`config.mk`:
```
export PLATFORM = sky130hd
export DESIGN_NAME = ext_aw_arbiter
export DESIGN_NICKNAME = d
export VERILOG_FILES = /design/src/rtl/ext_aw_arb_pkg.sv /design/src/rtl/ext_rr_arb_core.sv /design/src/rtl/ext_aw_arbiter.sv
export SDC_FILE = /design/constraint.sdc
export NUM_CORES = 1
export LEC_CHECK = 0
export BUFFER_PORTS_ARGS = -buffer_cell sky130_fd_sc_hd__buf_2
export CORE_ASPECT_RATIO = 2
export CORE_MARGIN = 2
export CORE_UTILIZATION = 53
export CTS_CLUSTER_DIAMETER = 100
export DETAILED_ROUTE_END_ITERATION = 8
export PLACE_DENSITY = 0.87
export SETUP_SLACK_MARGIN = 0.02
export SKIP_CTS_REPAIR_TIMING = 1
export SYNTH_ARGS = -nofsm -noshare
export SYNTH_HDL_FRONTEND = slang
export SYNTH_HIERARCHICAL = 1
export SYNTH_SLANG_ARGS = --single-unit
```
`constraint.sdc`:
```
create_clock -name clk_i -period 8.95 [get_ports clk_i]
set_clock_uncertainty 0.15 [all_clocks]
set_input_delay 1.3425 -clock clk_i [delete_from_list [all_inputs] [get_ports clk_i]]
set_output_delay 1.3425 -clock clk_i [all_outputs]
set_load 0.05 [all_outputs]
```
`src/rtl/ext_aw_arb_pkg.sv`:
```
// ---------------------------------------------------------------------------
// ext_aw_arb_pkg
// Shared types and constants for the external AW-channel arbiter.
//   aw_req_t   : one AW request at the default widths (32-bit address,
//                4-bit ID, 6-bit user)
//   state_e    : output-stage state (IDLE: no beat held, VALID: beat held)
//   BURST_INCR : AXI INCR burst encoding driven on master_burst_o
//   idx_w(n)   : width of a requester index for n requesters (minimum 1)
// ---------------------------------------------------------------------------
package ext_aw_arb_pkg;

    localparam int unsigned AW_ADDR_W = 32;
    localparam int unsigned AW_ID_W   = 4;
    localparam int unsigned AW_USER_W = 6;

    localparam logic [1:0] BURST_INCR = 2'b01;

    typedef struct packed {
        logic [AW_ADDR_W-1:0] addr;
        logic [7:0]           len;
        logic [2:0]           size;
        logic [AW_ID_W-1:0]   id;
        logic [AW_USER_W-1:0] user;
    } aw_req_t;

    typedef enum logic {
        IDLE  = 1'b0,
        VALID = 1'b1
    } state_e;

    function automatic int unsigned idx_w(input int unsigned n);
        return (n <= 1) ? 1 : $clog2(n);
    endfunction

endpackage

```
`src/rtl/ext_rr_arb_core.sv`:
```
// ---------------------------------------------------------------------------
// ext_rr_arb_core
// Picks one winner out of an eligible vector.
//   Default build           : round-robin; the search starts at an internal
//                             pointer and wraps; after a grant to g the
//                             pointer moves to (g+1) mod N_REQ.
//   EXT_AW_ARB_FIXED_PRIO_EN: fixed priority, lowest eligible index wins;
//                             no pointer register exists.
// Ports:
//   clk_i, rst_ni : clock, synchronous active-low reset (pointer only)
//   elig_i        : eligible requesters (already qualified by the caller)
//   grant_o       : one-hot grant, zero when nothing is eligible
//   idx_o         : binary index of the granted requester
//   any_o         : a grant is being issued this cycle
// ---------------------------------------------------------------------------
module ext_rr_arb_core
    import ext_aw_arb_pkg::*;
#(
    parameter  int unsigned N_REQ = 4,
    localparam int unsigned IDX_W = idx_w(N_REQ)
) (
    input  logic             clk_i,
    input  logic             rst_ni,
    input  logic [N_REQ-1:0] elig_i,
    output logic [N_REQ-1:0] grant_o,
    output logic [IDX_W-1:0] idx_o,
    output logic             any_o
);

`ifdef EXT_AW_ARB_FIXED_PRIO_EN

    logic unused_clk_rst;
    assign unused_clk_rst = ^{clk_i, rst_ni};

    // Scan from the top down so the lowest eligible index is the last write.
    always_comb begin
        grant_o = '0;
        idx_o   = '0;
        any_o   = 1'b0;
        for (int i = N_REQ - 1; i >= 0; i--) begin
            if (elig_i[i]) begin
                grant_o    = '0;
                grant_o[i] = 1'b1;
                idx_o      = IDX_W'(i);
                any_o      = 1'b1;
            end
        end
    end

`else

    logic [IDX_W-1:0] ptr_q;
    logic [IDX_W-1:0] ptr_d;
    logic [IDX_W-1:0] cand;
    logic             found;

    always_comb begin
        grant_o = '0;
        idx_o   = '0;
        found   = 1'b0;
        cand    = '0;
        for (int unsigned k = 0; k < N_REQ; k++) begin
            cand = IDX_W'((32'(ptr_q) + k) % N_REQ);
            if (!found && elig_i[cand]) begin
                found         = 1'b1;
                grant_o[cand] = 1'b1;
                idx_o         = cand;
            end
        end
        any_o = found;
    end

    // Pointer moves only on an actual grant; a capped requester that was
    // skipped does not consume its turn.
    always_comb begin
        ptr_d = ptr_q;
        if (found) begin
            if (32'(idx_o) == N_REQ - 1) begin
                ptr_d = '0;
            end else begin
                ptr_d = idx_o + IDX_W'(1);
            end
        end
    end

    always_ff @(posedge clk_i) begin
        if (!rst_ni) begin
            ptr_q <= '0;
        end else begin
            ptr_q <= ptr_d;
        end
    end

`endif

endmodule

```
`src/rtl/ext_aw_arbiter.sv`:
```
// ---------------------------------------------------------------------------
// ext_aw_arbiter
// Shares one external AXI AW channel among N_REQ DMA requesters. Round-robin
// selection, per-requester cap on writes issued without a B response, and a
// registered output stage. The requester index is prepended to the AXI ID so
// the B channel can be routed back.
// Build option: define EXT_AW_ARB_FIXED_PRIO_EN for fixed priority (lowest
// eligible index wins) instead of round-robin.
// Ports:
//   clk_i, rst_ni      : clock, synchronous active-low reset
//   req_valid_i        : per-requester AW valid
//   req_addr/len/size/id/user_i : packed per-requester AW fields,
//                        requester i at slice [i*W +: W]
//   req_ready_o        : one-hot acceptance pulse (combinational)
//   master_*_o         : registered AW channel toward the AW buffer stage
//   master_ready_i     : AW ready
//   b_valid_i, b_ready_i, b_id_i : B channel monitor; b_id_i MSBs = requester
//   busy_o             : a beat is held or any requester has writes in flight
// ---------------------------------------------------------------------------
module ext_aw_arbiter
    import ext_aw_arb_pkg::*;
#(
    parameter  int unsigned N_REQ      = 4,
    parameter  int unsigned ADDR_WIDTH = 32,
    parameter  int unsigned ID_WIDTH   = 4,
    parameter  int unsigned USER_WIDTH = 6,
    parameter  int unsigned MAX_OUT    = 8,
    localparam int unsigned IDX_W      = idx_w(N_REQ)
) (
    input  logic                          clk_i,
    input  logic                          rst_ni,
    input  logic [N_REQ-1:0]              req_valid_i,
    input  logic [N_REQ*ADDR_WIDTH-1:0]   req_addr_i,
    input  logic [N_REQ*8-1:0]            req_len_i,
    input  logic [N_REQ*3-1:0]            req_size_i,
    input  logic [N_REQ*ID_WIDTH-1:0]     req_id_i,
    input  logic [N_REQ*USER_WIDTH-1:0]   req_user_i,
    output logic [N_REQ-1:0]              req_ready_o,
    output logic                          master_valid_o,
    output logic [ADDR_WIDTH-1:0]         master_addr_o,
    output logic [7:0]                    master_len_o,
    output logic [2:0]                    master_size_o,
    output logic [1:0]                    master_burst_o,
    output logic [IDX_W+ID_WIDTH-1:0]     master_id_o,
    output logic [USER_WIDTH-1:0]         master_user_o,
    input  logic                          master_ready_i,
    input  logic                          b_valid_i,
    input  logic                          b_ready_i,
    input  logic [IDX_W+ID_WIDTH-1:0]     b_id_i,
    output logic                          busy_o
);

    localparam logic [7:0] CAP = 8'(MAX_OUT);

    typedef struct packed {
        logic [ADDR_WIDTH-1:0] addr;
        logic [7:0]            len;
        logic [2:0]            size;
        logic [ID_WIDTH-1:0]   id;
        logic [USER_WIDTH-1:0] user;
        logic [IDX_W-1:0]      idx;
    } beat_t;

    state_e           state_q, state_d;
    beat_t            beat_q, beat_d;
    logic [7:0]       cnt_q [N_REQ];
    logic [7:0]       cnt_d [N_REQ];

    logic             load;
    logic [N_REQ-1:0] elig;
    logic [N_REQ-1:0] grant;
    logic [IDX_W-1:0] grant_idx;
    logic             grant_any;
    logic             b_hit;
    logic [IDX_W-1:0] b_idx;
    logic [N_REQ-1:0] b_dec;
    logic             any_out;

    logic unused_b_id;
    assign unused_b_id = ^b_id_i[ID_WIDTH-1:0];

    // The output register may take a new beat when empty or draining this
    // cycle. Held in reset so no requester sees an acceptance during reset.
    assign load = rst_ni && ((state_q == IDLE) || master_ready_i);

    always_comb begin
        elig = '0;
        for (int i = 0; i < N_REQ; i++) begin
            elig[i] = load && req_valid_i[i] && (cnt_q[i] < CAP);
        end
    end

    ext_rr_arb_core #(
        .N_REQ (N_REQ)
    ) u_core (
        .clk_i   (clk_i),
        .rst_ni  (rst_ni),
        .elig_i  (elig),
        .grant_o (grant),
        .idx_o   (grant_idx),
        .any_o   (grant_any)
    );

    assign req_ready_o = grant;

    // Output-stage state
    always_comb begin
        state_d = state_q;
        case (state_q)
            IDLE:    if (grant_any) state_d = VALID;
            VALID:   if (master_ready_i && !grant_any) state_d = IDLE;
            default: state_d = IDLE;
        endcase
    end

    // Payload capture for the winner
    always_comb begin
        beat_d = beat_q;
        for (int i = 0; i < N_REQ; i++) begin
            if (grant[i]) begin
                beat_d.addr = req_addr_i[i*ADDR_WIDTH +: ADDR_WIDTH];
                beat_d.len  = req_len_i[i*8 +: 8];
                beat_d.size = req_size_i[i*3 +: 3];
                beat_d.id   = req_id_i[i*ID_WIDTH +: ID_WIDTH];
                beat_d.user = req_user_i[i*USER_WIDTH +: USER_WIDTH];
                beat_d.idx  = grant_idx;
            end
        end
    end

    // Outstanding counters. Index values >= N_REQ match no requester and
    // are dropped. A decrement at zero is ignored rather than wrapping.
    assign b_hit = b_valid_i && b_ready_i;
    assign b_idx = b_id_i[IDX_W+ID_WIDTH-1 -: IDX_W];

    always_comb begin
        for (int i = 0; i < N_REQ; i++) begin
            b_dec[i] = b_hit && (b_idx == IDX_W'(i));
            cnt_d[i] = cnt_q[i];
            if (grant[i] && !b_dec[i]) begin
                cnt_d[i] = cnt_q[i] + 8'd1;
            end else if (!grant[i] && b_dec[i] && (cnt_q[i] != 8'd0)) begin
                cnt_d[i] = cnt_q[i] - 8'd1;
            end
        end
    end

    always_ff @(posedge clk_i) begin
        if (!rst_ni) begin
            state_q <= IDLE;
            beat_q  <= '0;
            for (int i = 0; i < N_REQ; i++) begin
                cnt_q[i] <= 8'd0;
            end
        end else begin
            state_q <= state_d;
            beat_q  <= beat_d;
            for (int i = 0; i < N_REQ; i++) begin
                cnt_q[i] <= cnt_d[i];
            end
        end
    end

    always_comb begin
        any_out = 1'b0;
        for (int i = 0; i < N_REQ; i++) begin
            if (cnt_q[i] != 8'd0) any_out = 1'b1;
        end
    end

    assign master_valid_o = (state_q == VALID);
    assign master_addr_o  = beat_q.addr;
    assign master_len_o   = beat_q.len;
    assign master_size_o  = beat_q.size;
    assign master_burst_o = BURST_INCR;
    assign master_id_o    = {beat_q.idx, beat_q.id};
    assign master_user_o  = beat_q.user;
    assign busy_o         = master_valid_o || any_out;

`ifndef SYNTHESIS
    // A B response for a requester with nothing in flight points at an
    // upstream or interconnect bug; the counter itself stays at zero.
    always_ff @(posedge clk_i) begin
        if (rst_ni) begin
            for (int i = 0; i < N_REQ; i++) begin
                assert (!(b_dec[i] && !grant[i] && (cnt_q[i] == 8'd0)))
                    else $warning("ext_aw_arbiter: B response for requester %0d with no write in flight", i);
            end
        end
    end
`endif

endmodule

```
== Yosys cells after proc, flatten, opt, wreduce, memory -nomap -nowiden ==
Memory sizes are Yosys's and may differ from the RTL's.
Index checks and enable logic that the tools add are counted.
Operators by class
  add/sub/neg operators: 12
  $mul: 0
  divide/modulo/power cells: 0
  magnitude comparators: 12
  equality and inequality tests: 4
  shift-type cells: 0
  muxes and demuxes: 54
  bitwise logic cells: 8
  reductions and logical operators: 54
Operators with widths (count)
  two-way mux 55 bit: 4
  two-way mux 8 bit: 12
  logical AND 1 bit: 34
  adder 8 x 1 -> 8 bit (second input constant): 4
  less-than comparator 8 x 4 -> 1 bit (second input constant): 4
  nonzero test 8 bit: 4
  subtractor 8 x 1 -> 8 bit (second input constant): 4
  two-way mux 1 bit: 20
  two-way mux 4 bit: 4
  zero test 1 bit: 12
  less-than comparator 2 x 3 -> 1 bit (second input constant): 4
  bitwise OR 4 bit: 3
  two-way mux 2 bit: 5
  binary-select mux 1 bit (select 2 bit): 4
  demux 1 bit (select 2 bit): 4
  >= comparator 2 x 1 -> 1 bit (second input constant): 4
  equality test 2 bit (second input constant): 3
  adder 2 x 1 -> 2 bit (second input constant): 2
  adder 2 bit (second input constant): 2
  bitwise OR 1 bit: 4
  nonzero test 4 bit: 1
  equality test 2 x 1 -> 1 bit (second input constant): 1
  zero test 2 bit: 1
  logical OR 1 bit: 2
  other kinds (2): 2
Storage, ports and cells
  flip-flop bits (word level): 58
  bits in latches: 0
  RAM bits: 32
  ROM bits: 0
  input port bits: 227
  memories: 1
Memories
  cnt_q: words 4, width 8, rd ports 4, clocked after memory_dff 0, wr ports 4, RTL line ext_aw_arbiter.sv:66  | logic [7:0] cnt_q [N_REQ];

== Logic depth before layout (Yosys ltp) ==
  word-level depth: 23
  depth in mapped cells: 21

== Modules after synthesis ==
Netlist, hierarchy kept.
Modules (own cells, without submodules)
  ext_aw_arbiter: times used 1, cells an instance 771, area an instance 6323.6 um2, sequential area each 1761.7 um2
  ext_rr_arb_core: times used 1, cells an instance 62, area an instance 518.0 um2, sequential area each 40.0 um2

== Worst setup path before layout ==
Ideal clock, no wire load.
  path kind: in2reg
  from: input rst_ni
  to: memory cnt_q[3][7]
  arrival: 5673 ps
  required time: 8666 ps
  setup slack: 2993 ps
  stages on the path: 21
  path through: buf_6 inv_1 a21oi_1 nand2_1 nor3_1 buf_6 or3b_2 o21ai_0 a31oi_1 o21ai_0 a221o_1 buf_4 and2_1 buf_4 inv_1 buf_2 ha_1 a211oi_1 a2bb2oi_1 a2111oi_0 or4_1
RTL lines
  start: declaration: RTL line ext_aw_arbiter.sv:31  | input logic rst_ni,
  end: declaration: RTL line ext_aw_arbiter.sv:66

== Final worst setup path ==
  from: input rst_ni
  to: output req_ready_o[1]
Between the ends
  word-level cells in the longest chain between the ends: 15
  elaborated cells on any way between the ends: 33
  those cells by class: mux (15); bitwise (3); reduce/logical (15)
RTL lines
  logical AND 1 bit (*): RTL line ext_aw_arbiter.sv:84  | assign load = rst_ni && ((state_q == IDLE) || master_ready_i);
  logical AND 1 bit (*) (2 in series): RTL line ext_aw_arbiter.sv:89  | elig[i] = load && req_valid_i[i] && (cnt_q[i] < CAP);
  net elig[1]: RTL line ext_aw_arbiter.sv:70  | logic [N_REQ-1:0] elig;
  binary-select mux 1 bit (select 2 bit): RTL line ext_rr_arb_core.sv:64  | if (!found && elig_i[cand]) begin
  two-way mux 1 bit (not written as such): RTL line ext_rr_arb_core.sv:64
  two-way mux 1 bit: RTL line ext_rr_arb_core.sv:64
  zero test 1 bit: RTL line ext_rr_arb_core.sv:64
  logical AND 1 bit: RTL line ext_rr_arb_core.sv:64
  two-way mux 1 bit: RTL line ext_rr_arb_core.sv:64
  zero test 1 bit: RTL line ext_rr_arb_core.sv:64
  logical AND 1 bit: RTL line ext_rr_arb_core.sv:64
  two-way mux 1 bit: RTL line ext_rr_arb_core.sv:64
  zero test 1 bit: RTL line ext_rr_arb_core.sv:64
  logical AND 1 bit: RTL line ext_rr_arb_core.sv:64
  two-way mux 4 bit (*): RTL line ext_rr_arb_core.sv:64
  end: declaration: RTL line ext_aw_arbiter.sv:38  | output logic [N_REQ-1:0] req_ready_o,
Mark *: on every way through the listed nets, which the timed path passes. The rest lies on a longest branch. The select of a mux whose other input is x is not followed.

==> impl_metrics.tcl <==
set metrics [dict create \
    status "completed" \
    worstRegToRegCells 14 \
    viasPerCell 6.08 \
    final_critical_path_setup_slack_ns 1.63 \
    routed.top_layer "met4" \
    max_stage_delay_ns 0.74 \
    critical_path.n_buffers_inverters 4 \
    met2_wirelength_um 11100 \
    net_count_of_the_mapped_netlist 1093 \
    dp.final_hpwl_um 15600 \
    relSlewSlack_pct 31.3 \
    design.die.area_sq_um 13900 \
    tritoncts_clock_tree "done" \
    setup_viol 0 \
    synth_common_cells "123 x sky130_fd_sc_hd__o21ai_0, 109 x sky130_fd_sc_hd__mux2i_1, 90 x sky130_fd_sc_hd__dfxtp_1" \
    netlist_area_sq_um 6840 \
    drc_errors 0 \
    grt_overflow_total 0 \
    synth_top_cell_by_area "sky130_fd_sc_hd__dfxtp_1" \
    master_of_the_slowest_instance_on_the_critical_path "sky130_fd_sc_hd__buf_2" \
    total_power_mw 4.14 \
    first_pass_grt_wire_length_um 32000 \
    holdWs_ns 0.343 \
    drv_cap 0 \
    place.gp.congestion 0.879 \
    postRouteAntennaNets 0 \
    worst_min_path_start "master_id_o[5]" \
    dpl_worst_slack_ns 1.61 \
    first_global_vias 6993 \
    critical_path_arrival_ns 5.83 \
    stdcell_count 1228 \
    cp_max_fo 65 \
    numPortBuffers 283 \
    place_inst 1210 \
    unrepaired_setup_endpoints_after_global_routing "false" \
    placementRows 58 \
    drtPass1Iterations 5 \
    cts-htree-levels 3 \
    number_of_top_level_pins 290 \
    worst_hold_path_type "reg -> reg" \
    critPathKind "in -> out" \
    hold-path-endpoint "master_id_o[5]" \
    critical_path.reg2reg.startpoint "cnt_q[1][4]" \
    tightestPinTransition_ns 1.02 \
    num-nets-final 1331 \
    routed_wirelength_normalized_by_instance_count_um 16.8 \
    met3WireLength_um 1290 \
    fp.coreArea_sq_um 12600 \
    clock.fmax_mhz 137 \
    number_of_clock_sinks 90 \
    totalWireLength_um 20700 \
    finalSetupTns_ns 0 \
    cts_made_buffers 9 \
    leading_cell_type_by_number_of_instances_after_synthesis "sky130_fd_sc_hd__o21ai_0" \
    reg2reg_to "cnt_q[0][5]" \
    clkTransAtPathRegs_ns 0.06 \
    yosys_most_used_dff "sky130_fd_sc_hd__dfxtp_1" \
    rrSetupSlack_ns 3.39 \
    initial_utilization_pct 54.2 \
    ys_types 69 \
    timing.critical_path.max_delay_family "buffers and inverters" \
    whs_path_depth 2 \
    number_of_synthesized_register_bits 90 \
    cts-root-buf "sky130_fd_sc_hd__clkbuf_16" \
    cp_required_ns 7.46 \
    die_height_um 165 \
    placed_area_sq_um 8200 \
    slew_violations 0 \
    timing.final.hold_violations 0 \
    post_synth_inst_count 833 \
    path_cells "buf_2 > inv_1 > a21oi_1 > nand2_1 > nor3_1 > nand2_1 > nor4_1 > a31oi_1 > o21ai_0 > a221o_4 > buf_4 > buf_2" \
    setup.worst_path.end_class "output pin" \
    wl_met1_um 7260 \
    final_area_sq_um 8530 \
    cp-start-kind "input pin" \
    synth_enable_flop_cells 0 \
    ir_worst_vdd_uv 762 \
    timing.final.crit_period_ns 7.32 \
    synth_top_area_share_pct 26.3 \
    synthesis.yosys.warnings 6 \
    p_leak_nw 3.72 \
    syn_area_per_cell_sq_um 8.21 \
    max-clock-path-buffers 2 \
    dieWidth_um 84.3 \
    post-route-period-util_pct 81.8 \
    dr_total_vias 7472 \
    clk-insertion-delay-late_ns 0.33 \
    power_density_nw_per_um2 485 \
    detail_route.iter0.violations 307 \
    syn2layout_area_growth_pct 24.6 \
    grt_usage_pct 28.1 \
    layout.core_utilization_pct 67.5 \
    antenna_violations_before_repair 2 \
    synthTopCellsByArea "sky130_fd_sc_hd__dfxtp_1 26%, sky130_fd_sc_hd__mux2i_1 16%, sky130_fd_sc_hd__o21ai_0 9.0%" \
    grt_start_max_net_pins 107 \
    synth_seq_area_share_pct 26.3 \
    final_layout_size_suffix_gt1_share_pct 29.9 \
    postSynth.asyncResetShare_pct 0 \
]
## worst max path at each step
stage / start / cells past startpoint / endpoint / slack, ns
floorplan: rst_ni / 21 / cnt_q[3][7] / 2.99
global placement: rst_ni / 17 / cnt_q[0][6] / 1.77
detailed placement: rst_ni / 12 / req_ready_o[1] / 1.61
CTS: rst_ni / 12 / req_ready_o[1] / 1.59
global route: rst_ni / 12 / req_ready_o[1] / 1.24
finish: rst_ni / 12 / req_ready_o[1] / 1.63
## layout by cell type (no fill, tap or decap), drive strengths merged, types with 5 or more instances in the layout
cell and instances:
a32o 5, nand3 27, and2 6, mux2i 109
ha 29, nor3 24, inv 18, a21oi 79
o21ai 123, or4 9, nor4 11, and3 6
buf 289, a211o 12, nor3b 9, dfxtp 90
a2111oi 8, a211oi 16, a21o 12, o21a 6
a221o 11, clkbuf 11, nor2 11, nand2 69
nor2b 11
## per-layer routing
metal | up-vias | GRT usage (%)
li1 | 3647 | -
met1 | 3451 | 28.0
met2 | 308 | 53.0
met3 | 66 | 5.70
met4 | 0 | 15.9
met5 | - | 0
## cell type report
| cell class | instances | area [sq um] |
|---|---|---|
| timing repair buffer | 289 | 1460 |
| sequential | 90 | 1800 |
| tap | 150 | 188 |
| antenna | 2 | 5.00 |
| inverter | 19 | 71.3 |
| clock buffer | 11 | 243 |
| clock inverter | 5 | 77.6 |
| multi-input combinational | 662 | 4680 |
| fill | 1059 | 4100 |
## flip-flops by register name, indices dropped and copies added (netlist names), named ones only
| register | cells |
|---|---|
| cnt_q | 32 |
| master_addr_o | 32 |
| master_len_o | 8 |
| master_id_o | 6 |
| master_user_o | 6 |
| master_size_o | 3 |
| master_valid_o | 1 |
| u_core/ptr_q | 1 |
## kinds of logic (layout without fill, tap and decap cells)
family,count (synthesis),after routing,share of synthesized area (%)
flip-flops,90,90,26.3
other,2,4,0.110
AO/OA/AOI/OAI,310,310,28.1
XOR/XNOR,4,4,0.512
buffers and inverters,81,324,5.78
AND/OR/NAND/NOR,201,201,15.7
multiplexers,112,112,17.0
adder cells (fa/ha/maj),33,33,6.47
## worst reg2reg max path: stages, from the launching register on
cell and delay (ns):
sky130_fd_sc_hd__dfxtp_1 0.35, sky130_fd_sc_hd__or4_1 0.52, sky130_fd_sc_hd__nor3_1 0.70, sky130_fd_sc_hd__nand2_1 0.12, sky130_fd_sc_hd__nor4_1 0.24, sky130_fd_sc_hd__a31oi_1 0.07, sky130_fd_sc_hd__o21ai_0 0.59, sky130_fd_sc_hd__a221o_1 0.41
sky130_fd_sc_hd__and2_2 0.24, sky130_fd_sc_hd__clkinv_1 0.38, sky130_fd_sc_hd__ha_1 0.46, sky130_fd_sc_hd__a211o_1 0.36, sky130_fd_sc_hd__and4_1 0.20, sky130_fd_sc_hd__a2111oi_0 0.51, sky130_fd_sc_hd__o21ai_0 0.14
## power by group
group	internal, mW	switching (mW)
registers	0.570	0.124
clock network	0.251	0.147
logic	1.11	1.93
(Power assumes the default switching activity.)
